### src/rtl/bit_serializer_pkg.sv
// rtl/bit_serializer_pkg.sv - shared constants and FSM encodings for the serial path
package bit_serializer_pkg;

  typedef enum logic [0:0] {
    ST_IDLE  = 1'b0,
    ST_SHIFT = 1'b1
  } ser_state_e;

  localparam int SER_MIN_WIDTH = 2;
  localparam int SER_MAX_WIDTH = 16;
  localparam int DET_RUN_LEN   = 4;

endpackage

### src/rtl/arst_reg.sv
// rtl/arst_reg.sv - enabled register with asynchronous active-low reset
module arst_reg #(
  parameter int               WIDTH     = 1,
  parameter logic [WIDTH-1:0] RESET_VAL = '0
) (
  input  logic             clk,
  input  logic             rst_n,
  input  logic             en,
  input  logic [WIDTH-1:0] d,
  output logic [WIDTH-1:0] q
);

  always_ff @(posedge clk or negedge rst_n) begin
    if (!rst_n) begin
      q <= RESET_VAL;
    end else if (en) begin
      q <= d;
    end
  end

endmodule

### src/rtl/bit_serializer.sv
// rtl/bit_serializer.sv - parallel word to registered serial bit stream
module bit_serializer
  import bit_serializer_pkg::*;
#(
  parameter int   WIDTH     = 8,
  parameter int   LSB_FIRST = 1,
  parameter logic IDLE_BIT  = 1'b0
) (
  input  logic             clk,
  input  logic             reset,
  input  logic             din_valid,
  input  logic [WIDTH-1:0] din,
  output logic             din_ready,
  output logic             bit_out,
  output logic             bit_valid,
  output logic             frame_done
);

  localparam int            CW   = $clog2(WIDTH);
  localparam logic [CW-1:0] LAST = CW'(WIDTH - 1);

  logic [0:0]       state_raw_q;
  ser_state_e       state_q, state_d;
  logic [CW-1:0]    count_q, count_d;
  logic [WIDTH-1:0] shreg_q, shreg_d;
  logic             shreg_en;
  logic             bit_q, bit_d;
  logic             last_bit;
  logic             accept;

  assign state_q    = ser_state_e'(state_raw_q);
  assign last_bit   = (state_q == ST_SHIFT) && (count_q == LAST);
  // Gated by reset so no word can be offered as accepted while the block is held.
  assign din_ready  = reset & ((state_q == ST_IDLE) | last_bit);
  assign accept     = din_valid & din_ready;
  assign bit_valid  = (state_q == ST_SHIFT);
  assign frame_done = last_bit;
  assign bit_out    = bit_q;

  always_comb begin
    state_d  = state_q;
    count_d  = count_q;
    shreg_d  = shreg_q;
    shreg_en = 1'b0;
    bit_d    = bit_q;
    case (state_q)
      ST_IDLE: begin
        bit_d = IDLE_BIT;
        if (accept) begin
          state_d  = ST_SHIFT;
          count_d  = '0;
          shreg_d  = din;
          shreg_en = 1'b1;
          bit_d    = (LSB_FIRST != 0) ? din[0] : din[WIDTH-1];
        end
      end
      ST_SHIFT: begin
        if (accept) begin
          count_d  = '0;
          shreg_d  = din;
          shreg_en = 1'b1;
          bit_d    = (LSB_FIRST != 0) ? din[0] : din[WIDTH-1];
        end else if (last_bit) begin
          state_d = ST_IDLE;
          count_d = '0;
          bit_d   = IDLE_BIT;
        end else begin
          // The bit on the output is always the one at the shift-out end of shreg_q.
          count_d  = count_q + 1'b1;
          shreg_en = 1'b1;
          shreg_d  = (LSB_FIRST != 0) ? (shreg_q >> 1) : (shreg_q << 1);
          bit_d    = (LSB_FIRST != 0) ? shreg_q[1] : shreg_q[WIDTH-2];
        end
      end
    endcase
  end

  arst_reg #(.WIDTH(1), .RESET_VAL(ST_IDLE)) u_state_reg (
    .clk(clk), .rst_n(reset), .en(1'b1), .d(state_d), .q(state_raw_q)
  );

  arst_reg #(.WIDTH(CW), .RESET_VAL('0)) u_count_reg (
    .clk(clk), .rst_n(reset), .en(1'b1), .d(count_d), .q(count_q)
  );

  arst_reg #(.WIDTH(WIDTH), .RESET_VAL('0)) u_shreg_reg (
    .clk(clk), .rst_n(reset), .en(shreg_en), .d(shreg_d), .q(shreg_q)
  );

  arst_reg #(.WIDTH(1), .RESET_VAL(IDLE_BIT)) u_bit_reg (
    .clk(clk), .rst_n(reset), .en(1'b1), .d(bit_d), .q(bit_q)
  );

endmodule

### config.mk
export PLATFORM = sky130hd
export DESIGN_NAME = bit_serializer
export DESIGN_NICKNAME = d
export VERILOG_FILES = /design/src/rtl/bit_serializer_pkg.sv /design/src/rtl/arst_reg.sv /design/src/rtl/bit_serializer.sv
export SDC_FILE = /design/constraint.sdc
export NUM_CORES = 1
export LEC_CHECK = 0
export ABC_CLOCK_PERIOD_IN_PS = 4700
export BUFFER_PORTS_ARGS = -buffer_cell sky130_fd_sc_hd__buf_2
export CORE_AREA = 2 2 39 41
export CTS_CLUSTER_DIAMETER = 50
export DETAILED_ROUTE_END_ITERATION = 6
export DIE_AREA = 0 0 41 43
export PLACE_DENSITY_LB_ADDON = 0.2
export SLEW_MARGIN = 30
export SYNTH_ARGS = -nofsm -noshare
export SYNTH_HDL_FRONTEND = slang
export SYNTH_SLANG_ARGS = --single-unit
### constraint.sdc
create_clock -name clk -period 4.7 [get_ports clk]
set_clock_uncertainty 0.15 [all_clocks]
set_input_delay 1.41 -clock clk [delete_from_list [all_inputs] [get_ports clk]]
set_output_delay 1.41 -clock clk [all_outputs]
set_load 0.01 [all_outputs]
==> key figures <==
Global route
  • Vias in the first global route: 424
  • Busiest grt layer: met1
  • First-pass GRT wire length: about 1800 µm
  • GR Util All Layers: 15.9%
  • Largest net degree at the start of global routing: 16
  • Initial antenna violation count: 0
  • Remaining global-route overflow: 0
  • GR Util met1: between 20% and 30%
  • Met2 global-route usage: 19.7%
  • M3 GR Usage: 4.71%

Placement
  • Placer Congestion: ~0.68
  • Placed cell area: 634 µm²
  • Post-DP HPWL: about 730 µm
  • Place WS: 1.14 ns
  • # port buffers: 14
  • DP Cell Count: 87

Setup path
  • Startpoint Class: input port
  • Slowest library cell on the worst path: buf_2
  • Crit-path cells: buf_2, and2_1, buf_2
  • Critical path class: input port to output port
  • Most used cell, CP: buf_2
  • Crit path launch: reset
  • WP data arrival: approximately 2 ns
  • CP top delay family: buffers and inverters
  • Worst endpoint required time: 3.14 ns
  • CP peak stage delay: roughly 0.27 ns
  • Cells on worst reg2reg path: 5
  • WP buf/inv: 2
  • Kind of end point of the critical path: output port
  • Largest fanout on the critical path: 15
  • R2R Path End: u_shreg_reg.q[2]
  • R2R Setup Slk: 2.81 ns
  • FF-to-FF Start: u_count_reg.q[0]

Cells and area
  • Layout cells sized above 1: 25.3%
  • Nets@finish: 89
  • Non-filler cells, final: 91
  • Area grow syn2layout: 19.1%
  • N_diodes: 0
  • Final instance area: 671 µm²

Synthesis
  • Commonest cells post-synth: nand2_1, dfrtp_1, a31oi_1, nor3_1
  • Average size of a mapped cell: 9.38 µm²
  • Ys Warns: 0
  • Synth Instances: 60
  • Cell with the most instances after synthesis: nand2_1
  • Number of distinct library cells after synthesis: 19
  • Synthesis-stage register bit count: 12
  • Post-Syn Area: 563 µm²
  • Top cell type's share of synthesized area: 53.3%
  • Top_reg_cell synth: dfrtp_1
  • EDFF count, synth: 0
  • Synth area leader: dfrtp_1
  • FFs w/ async S/R, synth: 100%
  • Sequential area share after synthesis: between 50% and 60%
  • Syn_nets: 73
  • Ranking of synthesized cells by area: dfrtp_1, nand2_1, a31oi_1

Timing
  • Final WS setup: 1.17 ns
  • Hold WS: approximately 0.35 ns
  • Max-slew headroom: between 70% and 80%
  • Final Hold Fails: 0
  • Unrepaired setup endpoints after global routing: false
  • Slew Limit Fails: 0
  • Achievable Freq: 283 MHz
  • Period utilisation layout: 75.1%
  • Setup_tns: 0 ns
  • Actual slew at the worst max-slew pin: 0.418 ns
  • Tmin final: 3.53 ns
  • Final setup vio count: 0

Routing
  • Vias post-DR: 469
  • Initial DRC count: 5
  • Drc violations: 0
  • Final Routed Wirelength: 1050 µm
  • Vias per cell: just over 5
  • Post-route ant nets: 0
  • WL per Instance: 11.5 µm
  • First-pass iteration count of the detailed router: 4

Die
  • Core Area: 1380 µm²
  • Die X: 41 µm
  • Site Rows: 14
  • Die area: 1760 µm²
  • Initial core utilization: 40.7%
  • IO Pins: 15
  • Die Height: 43 µm

Flow run
  • Max cap viols: 0

CTS
  • Latest clock arrival within the worst-skew pair: 0.27 ns
  • Reg clk slew, reported paths: 0.07 ns
  • CTS tree: yes
  • TritonCTS Buffers: 3
  • CTS sink cnt: 12
  • CTS Root Cell: clkbuf_4
  • Max H-tree Level: 1
  • CTS Hold Bufs: 0
  • Post-CTS Resized: 0
  • Postcts setup bufs: 0
  • CTS max path bufs: 2

Hold path
  • Hold_sp: u_count_reg.q[0]
  • Hold-critical path depth: 1
  • Worst Hold Class: flop to flop
  • Hold endpoint: u_count_reg.q[0]

Pwr
  • Maximum vdd drop: 0.305 mV
  • PD cells: 606 nW/µm²
  • LEAKAGE: 0.324 nW

Run status
  • Status: finished clean
[power breakdown]
group          switching, mW  internal, mW
clock                 0.0354        0.0471
sequential            0.0256         0.147
combinational         0.0868        0.0647
total                  0.148         0.258
[stage by stage]
| stage | util (%) | power [mW] |
|---|---|---|
| floorplan | - | 0.295 |
| global placement | 45.8 | 0.324 |
| detailed placement | 45.8 | 0.327 |
| CTS | 48.5 | 0.412 |
| global route | 48.5 | 0.443 |
| finish | 48.5 | 0.406 |
[state kept, by name, summed over array words and instances (netlist names)]
signal and flops:
u_shreg_reg.q 7, u_count_reg.q 3, u_bit_reg.q 1, u_state_reg.q 1
[routing by layer]
| metal | routed length [µm] | vias to the layer above | share of wire [%] |
|---|---|---|---|
| met5 | 0 | - | 0 |
| li1 | - | 239 | - |
| met2 | 449 | 13 | 43 |
| met3 | 51 | 4 | 4.9 |
| met1 | 516 | 213 | 49 |
| met4 | 30 | 0 | 2.9 |
[layout by cell type, fill, tap and decap left out, types with 2 or more instances in the layout]
| cell type | instances |
|---|---|
| and2_1 | 2 |
| nand2_1 | 16 |
| clkbuf_4 | 3 |
| dfrtp_1 | 12 |
| a31oi_1 | 6 |
| nand3_1 | 2 |
| buf_2 | 14 |
| nor2_1 | 2 |
| ha_1 | 2 |
| nor3_1 | 6 |
[cells by family after synthesis]
kind of cell             count (synthesis)  synth area share [%]
multiplexers                             1                  1.78
adder cells (fa/ha/maj)                  2                  4.44
AND/OR/NAND/NOR                         31                  25.3
AO/OA/AOI/OAI                           10                  11.1
flip-flops                              12                  53.3
buffers and inverters                    4                  4.00
[area by class of cell]
cell class                      count  area (µm²)
Multi-Input combinational cell     44         240
Tap cell                           16        20.0
Inverter                            1        3.75
Fill cell                         145         713
Clock buffer                        4        36.3
Sequential cell                    12         300
Timing Repair Buffer               14        70.1
[how the worst max path moves through the flow]
stage                      endpoint  slack, ns  depth (start not counted)
final                     din_ready       1.17                          3
after floorplan           din_ready       1.58                          1
after global placement    din_ready       1.15                          3
after global routing      din_ready       1.09                          3
after detailed placement  din_ready       1.14                          3
after CTS                 din_ready       1.14                          3
No activity file was read; power rests on OpenSTA's default activity.
